<file path="config.mk">
export PLATFORM = sky130hd
export DESIGN_NAME = vram_scroller
export DESIGN_NICKNAME = d
export VERILOG_FILES = /design/src/rtl/vram_scroller.sv
export SDC_FILE = /design/constraint.sdc
export NUM_CORES = 1
export LEC_CHECK = 0
export CORE_MARGIN = 5
export CORE_UTILIZATION = 48
export CTS_CLUSTER_DIAMETER = 100
export CTS_CLUSTER_SIZE = 24
export DETAILED_ROUTE_END_ITERATION = 16
export PLACE_DENSITY_LB_ADDON = 0.08
export SETUP_SLACK_MARGIN = 0.1
export SLEW_MARGIN = 20
export SYNTH_ARGS = -nofsm -noshare
export SYNTH_HDL_FRONTEND = slang
export SYNTH_SLANG_ARGS = --single-unit
</file>
<file path="constraint.sdc">
create_clock -name MEMORY_CLK -period 2.3 [get_ports MEMORY_CLK]
set_input_delay 0.46 -clock MEMORY_CLK [delete_from_list [all_inputs] [get_ports MEMORY_CLK]]
set_output_delay 0.46 -clock MEMORY_CLK [all_outputs]
set_load 0.05 [all_outputs]
</file>
<file path="src/rtl/vram_scroller.sv">
// Text-screen clear/scroll engine for the 1 KB VRAM.
// Reads on port B, writes copied or fill bytes on port A.
module vram_scroller #(
   parameter int COLS = 60,
   parameter int ROWS = 17
) (
   input  logic       MEMORY_CLK,
   input  logic       rst_n,
   input  logic       cmd_valid,
   output logic       cmd_ready,
   input  logic       cmd_op,
   input  logic [7:0] cmd_fill,
   output logic       busy,
   output logic       done,
   output logic       v_cea,
   output logic [9:0] v_ada,
   output logic [7:0] v_din,
   output logic       v_ceb,
   output logic       v_oce,
   output logic [9:0] v_adb,
   input  logic [7:0] v_dout
);

   localparam int N = COLS * ROWS;

   generate
      if (N > 1024 || N < 1) begin : g_size_check
         $error("vram_scroller: COLS*ROWS must be in 1..1024");
      end
   endgenerate

   localparam logic [9:0] LAST_A = 10'(N - 1);
   localparam logic [9:0] COLS_A = 10'(COLS);

   typedef enum logic [2:0] {S_IDLE, S_CLEAR, S_COPY, S_DRAIN, S_FILL, S_DONE} state_t;

   state_t     state, state_nxt;
   logic       cea_nxt, ceb_nxt, busy_nxt, done_nxt;
   logic [9:0] ada_nxt, adb_nxt;
   logic [7:0] fill_q;
   logic       accept;

   assign accept    = cmd_valid && !busy;
   assign cmd_ready = ~busy;
   assign v_oce     = busy;
   assign v_din     = (state == S_COPY || state == S_DRAIN) ? v_dout : fill_q;

   always_comb begin
      state_nxt = state;
      cea_nxt   = 1'b0;
      ceb_nxt   = 1'b0;
      busy_nxt  = busy;
      done_nxt  = 1'b0;
      ada_nxt   = v_ada;
      adb_nxt   = v_adb;
      case (state)
         S_IDLE, S_DONE: begin
            state_nxt = S_IDLE;
            busy_nxt  = 1'b0;
            if (accept) begin
               busy_nxt = 1'b1;
               // a one-row screen has nothing to copy, so scroll degenerates to clear
               if (cmd_op && ROWS > 1) begin
                  state_nxt = S_COPY;
                  ceb_nxt   = 1'b1;
                  adb_nxt   = COLS_A;
               end else begin
                  state_nxt = S_CLEAR;
                  cea_nxt   = 1'b1;
                  ada_nxt   = '0;
               end
            end
         end
         S_CLEAR, S_FILL: begin
            if (v_ada == LAST_A) begin
               state_nxt = S_DONE;
               busy_nxt  = 1'b0;
               done_nxt  = 1'b1;
            end else begin
               cea_nxt = 1'b1;
               ada_nxt = v_ada + 10'd1;
            end
         end
         S_COPY: begin
            // the byte read this cycle lands one row up on the next cycle
            cea_nxt = 1'b1;
            ada_nxt = v_adb - COLS_A;
            if (v_adb == LAST_A) begin
               state_nxt = S_DRAIN;
            end else begin
               ceb_nxt = 1'b1;
               adb_nxt = v_adb + 10'd1;
            end
         end
         S_DRAIN: begin
            state_nxt = S_FILL;
            cea_nxt   = 1'b1;
            ada_nxt   = v_ada + 10'd1;
         end
         default: begin
            state_nxt = S_IDLE;
            busy_nxt  = 1'b0;
         end
      endcase
   end

   always_ff @(posedge MEMORY_CLK or negedge rst_n) begin
      if (!rst_n) begin
         state <= S_IDLE;
         v_cea <= 1'b0;
         v_ceb <= 1'b0;
         v_ada <= '0;
         v_adb <= '0;
         busy  <= 1'b0;
         done  <= 1'b0;
      end else begin
         state <= state_nxt;
         v_cea <= cea_nxt;
         v_ceb <= ceb_nxt;
         v_ada <= ada_nxt;
         v_adb <= adb_nxt;
         busy  <= busy_nxt;
         done  <= done_nxt;
      end
   end

   always_ff @(posedge MEMORY_CLK) begin
      if (accept) fill_q <= cmd_fill;
   end

endmodule
</file>
== After elaboration in Yosys (flattened, before gate mapping) ==
Index checks and enable logic that the tools add are counted.
Cells by class
  reductions and logical operators: 13
  muxes and demuxes: 27
  div/mod/pow operators: 0
  add/sub/neg operators: 3
  bitwise gates (word level): 2
  shift operators: 0
  multiply operators: 0
  $lt $le $gt $ge: 0
  equal/unequal tests: 14
Operators by type and width (count)
  10-bit two-way mux: 6
  10-bit case mux with 4 select lines: 1
  10-bit by 1-bit adder with 10-bit output (second input constant): 2
  10-bit equality test (second input constant): 2
  10-bit case mux with 2 select lines: 1
  2-bit inequality test (second input constant): 6
  3-bit case mux with 4 select lines: 1
  1-bit two-way mux: 10
  10-bit by 6-bit subtractor with 10-bit output (second input constant): 1
  8-bit two-way mux: 1
  4-bit AND reduction: 2
  3-bit by 2-bit equality test with 1-bit output (second input constant): 2
  3-bit equality test (second input constant): 2
  3-bit two-way mux: 2
  1-bit case mux with 3 select lines: 2
  2-bit OR reduction: 3
  2-bit two-way mux: 2
  2-bit AND reduction: 2
  4-bit nonzero test: 1
  3-bit by 1-bit equality test with 1-bit output (second input constant): 1
  3-bit zero test: 1
  2-bit by 1-bit inequality test with 1-bit output (second input constant): 1
  1-bit NOT: 2
  1-bit case mux with 2 select lines: 1
  other kinds (4): 4
Storage, ports and cells
  memory bits (writable): 0
  output and inout bits: 34
  memories kept: 0
  register bits after elaboration: 35
  bits in read-only memories: 0
  latch bits: 0

== Longest topological paths before layout ==
Gate-level depths: netlist of run 1.
  depth after elaboration: 4
  gate-level depth with buffers: 8
  mapped depth without buffers: 8

== Least setup slack after synthesis of run 1 ==
No wires, ideal clock.
  kind: register -> register
  from: reg busy
  to: reg v_ada[8]
  required time: 2.176 ns
  setup time: 0.124 ns
  buffers on the path: 0
  stages on the path, launching flop included: 9
  arrival: 2.046 ns
  slack: 0.130 ns
  cells stage by stage: dfrtp_1 -> inv_2 -> nand2_1 -> inv_1 -> nand2b_1 -> o221a_4 -> inv_4 -> nand2_1 -> a211o_1
On the way
  word-level cells in the longest chain between the ends: 4
Ends and longest elaborated chain
  start: declaration: line 13  | output logic busy,
  start signal: assignment: line 122  | busy <= busy_nxt;
  1-bit zero test: line 43  | assign accept = cmd_valid && !busy;
  1-bit logical AND: line 43
  named net accept: line 41  | logic accept;
  2-bit inequality test (no source line)
  4-bit AND reduction (no source line)
  end signal: assignment: line 120  | v_ada <= ada_nxt;
  end: declaration: line 16  | output logic [9:0] v_ada,
The timed path passes the listed nets, and every way through them passes these cells.
A chain may end at the register's enable or synchronous reset.

== Worst setup path after layout of run 1 ==
  from: reg v_adb[2]
  to: out v_adb[2]
RTL lines
  start: declaration: line 20  | output logic [9:0] v_adb,
  start signal: assignment: line 121  | v_adb <= adb_nxt;
No word-level cell between the ends.

==> results of run 1 <==
[flip-flops by register name, summed over array words and instances, names as in the netlist]
register / count
v_ada: 10
v_adb: 10
fill_q: 8
state: 3
busy: 1
done: 1
v_cea: 1
v_ceb: 1
[layer usage]
layer / global-route usage (%) / wire length [um] / vias up
met5: 0 / 0 / -
met4: 6.52 / 60 / 0
met3: 4.73 / 308 / 7
met2: 30.0 / 2280 / 46
met1: 24.6 / 2160 / 786
li1: - / - / 841
[path summary, 6_finish.rpt]
path                           from  endpoint  slack [ns]
max                        v_adb[2]  v_adb[2]        0.16
min                           rst_n  v_ada[8]        0.54
max reg2reg                state[1]  v_adb[6]        0.37
min reg2reg                v_ada[8]  v_ada[8]        0.55
max in group asynchronous     rst_n  v_adb[7]        1.50
min in group MEMORY_CLK    v_ada[8]  v_ada[8]        0.55
[layout make-up]
cell class | instances | area share, %
Tap cell | 50 | 2.36
Clock buffer | 5 | 2.60
Sequential cell | 35 | 34.5
Multi-Input combinational cell | 146 | 37.4
Inverter | 8 | 1.23
Clock inverter | 3 | 0.566
Timing Repair Buffer | 60 | 21.3
[where the power goes]
group	total (mW)	internal, mW	switching, mW
sequential	0.635	0.635	0
combinational	0.0428	0.0293	0.0135
clock	0.427	0.207	0.220
total	1.10	0.871	0.234
[Yosys cell counts, types with 2 or more instances]
cell	instances
xor2_1	5
nand2_1	25
dfrtp_1	27
nand4_1	2
mux2_2	8
buf_4	2
a41oi_1	2
a211o_1	2
o21ai_0	14
nand2b_1	2
xnor2_1	6
inv_1	6
clkbuf_1	2
buf_2	4
nor2_1	14
nor3_1	6
o22ai_1	4
nand3_1	8
edfxtp_1	8
a21oi_1	7
or3_1	4
ha_1	4
and3_1	3
[cells by family after synthesis]
| family | count (synthesis) | synth area share, % |
|---|---|---|
| xor+xnor | 11 | 4.82 |
| buf+inv | 18 | 4.70 |
| flops | 35 | 45.8 |
| mux | 8 | 4.51 |
| simple gates | 78 | 21.6 |
| fa+ha+maj | 5 | 3.01 |
| compound gates | 44 | 15.5 |
[per-stage QoR]
step	total power, mW	util [%]
final	1.10	65.8
after global routing	1.16	65.8
after CTS	1.12	65.7
after detailed placement	0.691	63.6
after global placement	0.689	63.6
after floorplan	0.648	-
[cell usage in the layout (no fill, tap or decap), types with 2 or more instances in the layout]
master,instances
a211o_1,2
a21oi_1,7
a41oi_1,2
and3_1,3
buf_4,15
clkbuf_8,5
clkdlybuf4s50_1,44
clkinv_2,3
dfrtp_1,27
edfxtp_1,8
ha_1,4
inv_1,6
mux2_2,8
nand2_1,24
nand2b_1,2
nand3_1,8
nand4_1,2
nor2_1,14
nor3_1,6
o21ai_0,14
o22ai_1,4
or3_1,4
xnor2_1,6
xor2_1,5
[what timing repair did]
| action | CTS | global route |
|---|---|---|
| gates resized for setup | 1 | 1 |
| setup endpoints to repair | 8 | 1 |
| endpoints found under the hold margin | 0 | 0 |
==> summary.md, run 1 <==
| Metric | Value |
|---|---|
| WS Path Type | `flip-flop to output port` |
| Clock buffer depth | `2` |
| Ys Warns | `0` |
| CTS buffer count | `5` |
| Top-Level Pins | `between 50 and 60` |
| Starting density of the core | `approximately 50%` |
| Dpl cells | `between 200 and 300` |
| DRT Pass-1 Iters | `4` |
| Post-CTS setup buffer count | `0` |
| Fin nets | `280` |
| CP Launch Type | `flip-flop` |
| Final instance area | `between 2000 and 3000 um2` |
| CTS tree | `done` |
| CP Depth | `1` |
| Worst path buffer plus inverter count | `1` |
| Fillers | `346` |
| CP cell instances | `clkdlybuf4s50_1` |
| Worst Setup End Kind | `output port` |
| Final Critical Period | `roughly 2.1 ns` |
| Slew @ Worst Pin | `approximately 0.52 ns` |
| CP required | `roughly 1.8 ns` |
| Core area | `about 4000 um2` |
| Syn Area/Cell | `about 10 um2` |
| FMAX | `approximately 470 MHz` |
| Post-DP HPWL | `approximately 3600 um` |
| Fin. Hold Viols | `0` |
| Outcome | `finished, final reports clean` |
| Syn Nets | `223` |
| WHS | `approximately 0.54 ns` |
| Antenna violations before repair | `0` |
| Largest net degree at the start of global routing | `28` |
| CP max FO | `9` |
| Reg2reg path depth | `5` |
| Post-synth EDFFs | `8` |
| Ranking of synthesized cells by area | `dfrtp_1 (34%), edfxtp_1 (12%), nand2_1 (4.7%)` |
| Final Wtd Congestion | `about 0.85` |
| Place WS | `approximately 0.24 ns` |
| Total track usage | `roughly a fifth` |
| Num rows | `23` |
| Routed WL | `just under 5000 um` |
| Hold-fix buffers, CTS | `0` |
| Area grow syn2layout | `32.7%` |
| Placed Instance Area | `between 2000 and 3000 um2` |
| Syn Inst Count | `a little under 200` |
| Pwr Density | `~420 nW/um2` |
| CP Data Arrival Time | `between 1.5 and 2 ns` |
| IO Port Bufs | `53` |
| Register area | `916 um2` |
| H-tree Lvls | `2` |
| Vert. Die Dim | `around 75 um` |
| DRC | `0` |
| Yosys cell types | `57` |
| Seq/Total Area, Yosys | `between 40% and 50%` |
| Cell taking the most area after synthesis | `dfrtp_1` |
| Max stage delay on crit path | `0.87 ns` |
| Root Buffer | `clkbuf_8` |
| Die Wd | `roughly 75 um` |
| Pins Over Slew Limit | `0` |
| Fin crit share | `roughly 93%` |
| Number of diodes | `0` |
| Via density | `about 5.5` |
| Maxcap violations | `0` |
| Crit path max-delay family | `buffers and inverters` |
| Vias | `roughly 1700` |
| Non-filler instance count after layout | `about 310` |
| Area of the multi-input gates | `between 900 and 1000 um2` |
| Grt ovf | `0` |
| Setup TNS | `0 ns` |
| First-pass GRT wire length | `between 7000 and 8000 um` |
| Share of layout cells above drive strength 1 | `roughly 17%` |
| Mapped cell area | `2000 um2` |
| Clock sinks | `35` |
| DRT antenna net count | `0` |
| Top_reg_cell synth | `dfrtp_1` |
| Slew HR | `around 66%` |
| Synth top area share | `33.8%` |
| Die Area | `approximately 5600 um2` |
| Hold crit path type | `input port to asynchronous set/reset pin` |
| Worst path slowest cell | `clkdlybuf4s50_1` |
| Number of global-route vias before repair | `1687` |
| Worst Clk Skew | `between 0.005 and 0.006 ns` |
| Post-route setup slack | `between 0.15 and 0.2 ns` |
| Count of final setup violators | `0` |
| CTS clk-pin slew, worst paths | `approximately 0.070 ns` |
| FF+latch count, synth | `35` |
| FFs w/ async S/R, synth | `between 70% and 80%` |
| Routed wire length per instance | `between 15 and 20 um` |
| Pleak | `roughly 1.1 nW` |
| RSZ-0062 raised after global routing | `no` |
| DR iter-0 viols | `between 80 and 90` |
| Worst-Skew Late Latency | `~0.29 ns` |
| Max rail drop VDD | `around 0.27 mV` |
No activity file was read; power rests on OpenSTA's default activity.
==> run 2, diff against run 1 <==
- CORE_UTILIZATION: 48 -> 57
- DONT_BUFFER_PORTS: not set -> 1
- PLACE_DENSITY: not set -> 0.8
- PLACE_DENSITY_LB_ADDON: 0.08 -> not set
- REMOVE_ABC_BUFFERS: not set -> 1
==> summary.md, run 2 (synthesis results as in run 1) <==
| Metric | Value |
|---|---|
| CP cell instances | `inv_1, nand2_2, mux2_2` |
| DR iter-0 viols | `81` |
| FMAX | `468 MHz` |
| CP Launch Type | `flip-flop` |
| Fin crit share | `92.9%` |
| DRT antenna net count | `0` |
| Die Wd | `a little under 70 um` |
| Area grow syn2layout | `12.8%` |
| Post-route setup slack | `0.163 ns` |
| WHS | `around 0.19 ns` |
| Dpl cells | `257` |
| Worst Setup End Kind | `output port` |
| Max rail drop VDD | `roughly 0.32 mV` |
| First-pass GRT wire length | `7880 um` |
| Final Wtd Congestion | `0.863` |
| H-tree Lvls | `2` |
| Number of global-route vias before repair | `between 1500 and 2000` |
| Clock sinks | `35` |
| Core area | `3360 um2` |
| CTS buffer count | `5` |
| Vias | `approximately 1600` |
| Die Area | `~4800 um2` |
| CP max FO | `10` |
| CP Data Arrival Time | `between 1.5 and 2 ns` |
| Pins Over Slew Limit | `0` |
| Worst Clk Skew | `around 0.017 ns` |
| Final Critical Period | `roughly 2.1 ns` |
| Worst-Skew Late Latency | `0.35 ns` |
| Max stage delay on crit path | `between 0.5 and 0.6 ns` |
| Post-DP HPWL | `between 3000 and 4000 um` |
| Most frequent cells in the layout | `dfrtp_1 (26), nand2_1 (24), buf_4 (22)` |
| Slew HR | `a little under three fifths` |
| Count of final setup violators | `0` |
| Fillers | `287` |
| RSZ-0062 raised after global routing | `no` |
| Largest net degree at the start of global routing | `28` |
| Num rows | `21` |
| Biggest regs | `v_ada (10), v_adb (10), fill_q (8)` |
| Area of the multi-input gates | `991 um2` |
| Pwr Total | `1.01 mW` |
| Maxcap violations | `0` |
| Antenna violations before repair | `0` |
| Fin nets | `about 240` |
| CP required | `approximately 1.8 ns` |
| Place WS | `0.328 ns` |
| DRC | `0` |
| Hold Path Depth | `0` |
| Slew @ Worst Pin | `around 0.64 ns` |
| Vert. Die Dim | `69.2 um` |
| Commonest non-fill, non-tap cell in the layout | `dfrtp_1` |
| Total track usage | `about 20%` |
| Worst path slowest cell | `dfrtp_2` |
| DRT Pass-1 Iters | `4` |
| Root Buffer | `clkbuf_4` |
| Share of layout cells above drive strength 1 | `a little under a quarter` |
| CTS clk-pin slew, worst paths | `0.12 ns` |
| Routed WL | `4710 um` |
| Outcome | `finished, final reports clean` |
| WS Path Type | `flip-flop to output port` |
| Starting density of the core | `a little under 60%` |
| Hold crit path type | `input port to flip-flop` |
| Fin. Hold Viols | `0` |
| Top-Level Pins | `54` |
| Reg2reg path depth | `5` |
| Register area | `slightly above 900 um2` |
| IO Port Bufs | `0` |
| Pleak | `roughly 0.90 nW` |
| Pwr Density | `around 450 nW/um2` |
| Via density | `about 6.0` |
| Post-CTS setup buffer count | `0` |
| CTS tree | `done` |
| Grt ovf | `0` |
| Number of diodes | `0` |
| Clock buffer depth | `2` |
| Non-filler instance count after layout | `267` |
| Routed wire length per instance | `around 18 um` |
[run 2: stage by stage]
step,cell area (um2),utilization [%],setup TNS (ns)
2_1_floorplan,1940,-,-0.599
3_5_place_dp,2160,64.2,0
3_3_place_gp,2160,64.2,0
4_1_cts,2250,67.0,0
5_1_grt,2250,67.0,0
6_report,2250,67.0,0
[run 2: critical path: cells and delay by family (launching register included)]
kind / cells / cell delay, ns
buffers and inverters: 1 / 0.12
DFF: 1 / 0.51
muxes: 1 / 0.49
and+or+nand+nor: 1 / 0.20
[run 2: area by class of cell]
| cell class | instances | share of cell area (%) |
|---|---|---|
| well taps | 46 | 2.55 |
| multi-input cells | 146 | 44.0 |
| clock buffers | 7 | 2.44 |
| flip-flops and latches | 35 | 40.7 |
| clock inverters | 1 | 0.222 |
| inverters | 8 | 1.44 |
| repair buffers | 24 | 8.66 |
[run 2: per-layer routing]
metal | routed length, um | vias to the layer above | GRT usage, % | part of all wire [%]
li1 | - | 765 | - | -
met5 | 0 | - | 0 | 0
met1 | 1990 | 781 | 25.8 | 42
met4 | 61 | 0 | 6.29 | 1.3
met3 | 283 | 7 | 5.94 | 6.0
met2 | 2370 | 49 | 33.8 | 50
[run 2: worst paths after layout]
check | start | endpoint | slack [ns]
worst max register to register | state[1] | v_adb[9] | 0.29
worst max-delay path | state[2] | v_din[2] | 0.16
max in group asynchronous | rst_n | v_adb[7] | 1.59
worst min register to register | v_adb[1] | v_adb[1] | 0.59
worst min-delay path | cmd_fill[7] | fill_q[7] | 0.19
min in group asynchronous | rst_n | done | 0.54
[run 2: power breakdown]
part           internal [mW]  switching [mW]  total (mW)
clock                  0.148           0.210       0.358
sequential             0.635               0       0.635
combinational        0.00503         0.00993      0.0150
total                  0.788           0.220        1.01
[run 2: what timing repair did]
| item | CTS | global route |
|---|---|---|
| hold buffers | 2 | 0 |
| hold endpoints to repair | 27 | 0 |
| endpoints found under the setup margin | 8 | 0 |
| resized for setup | 2 | 0 |
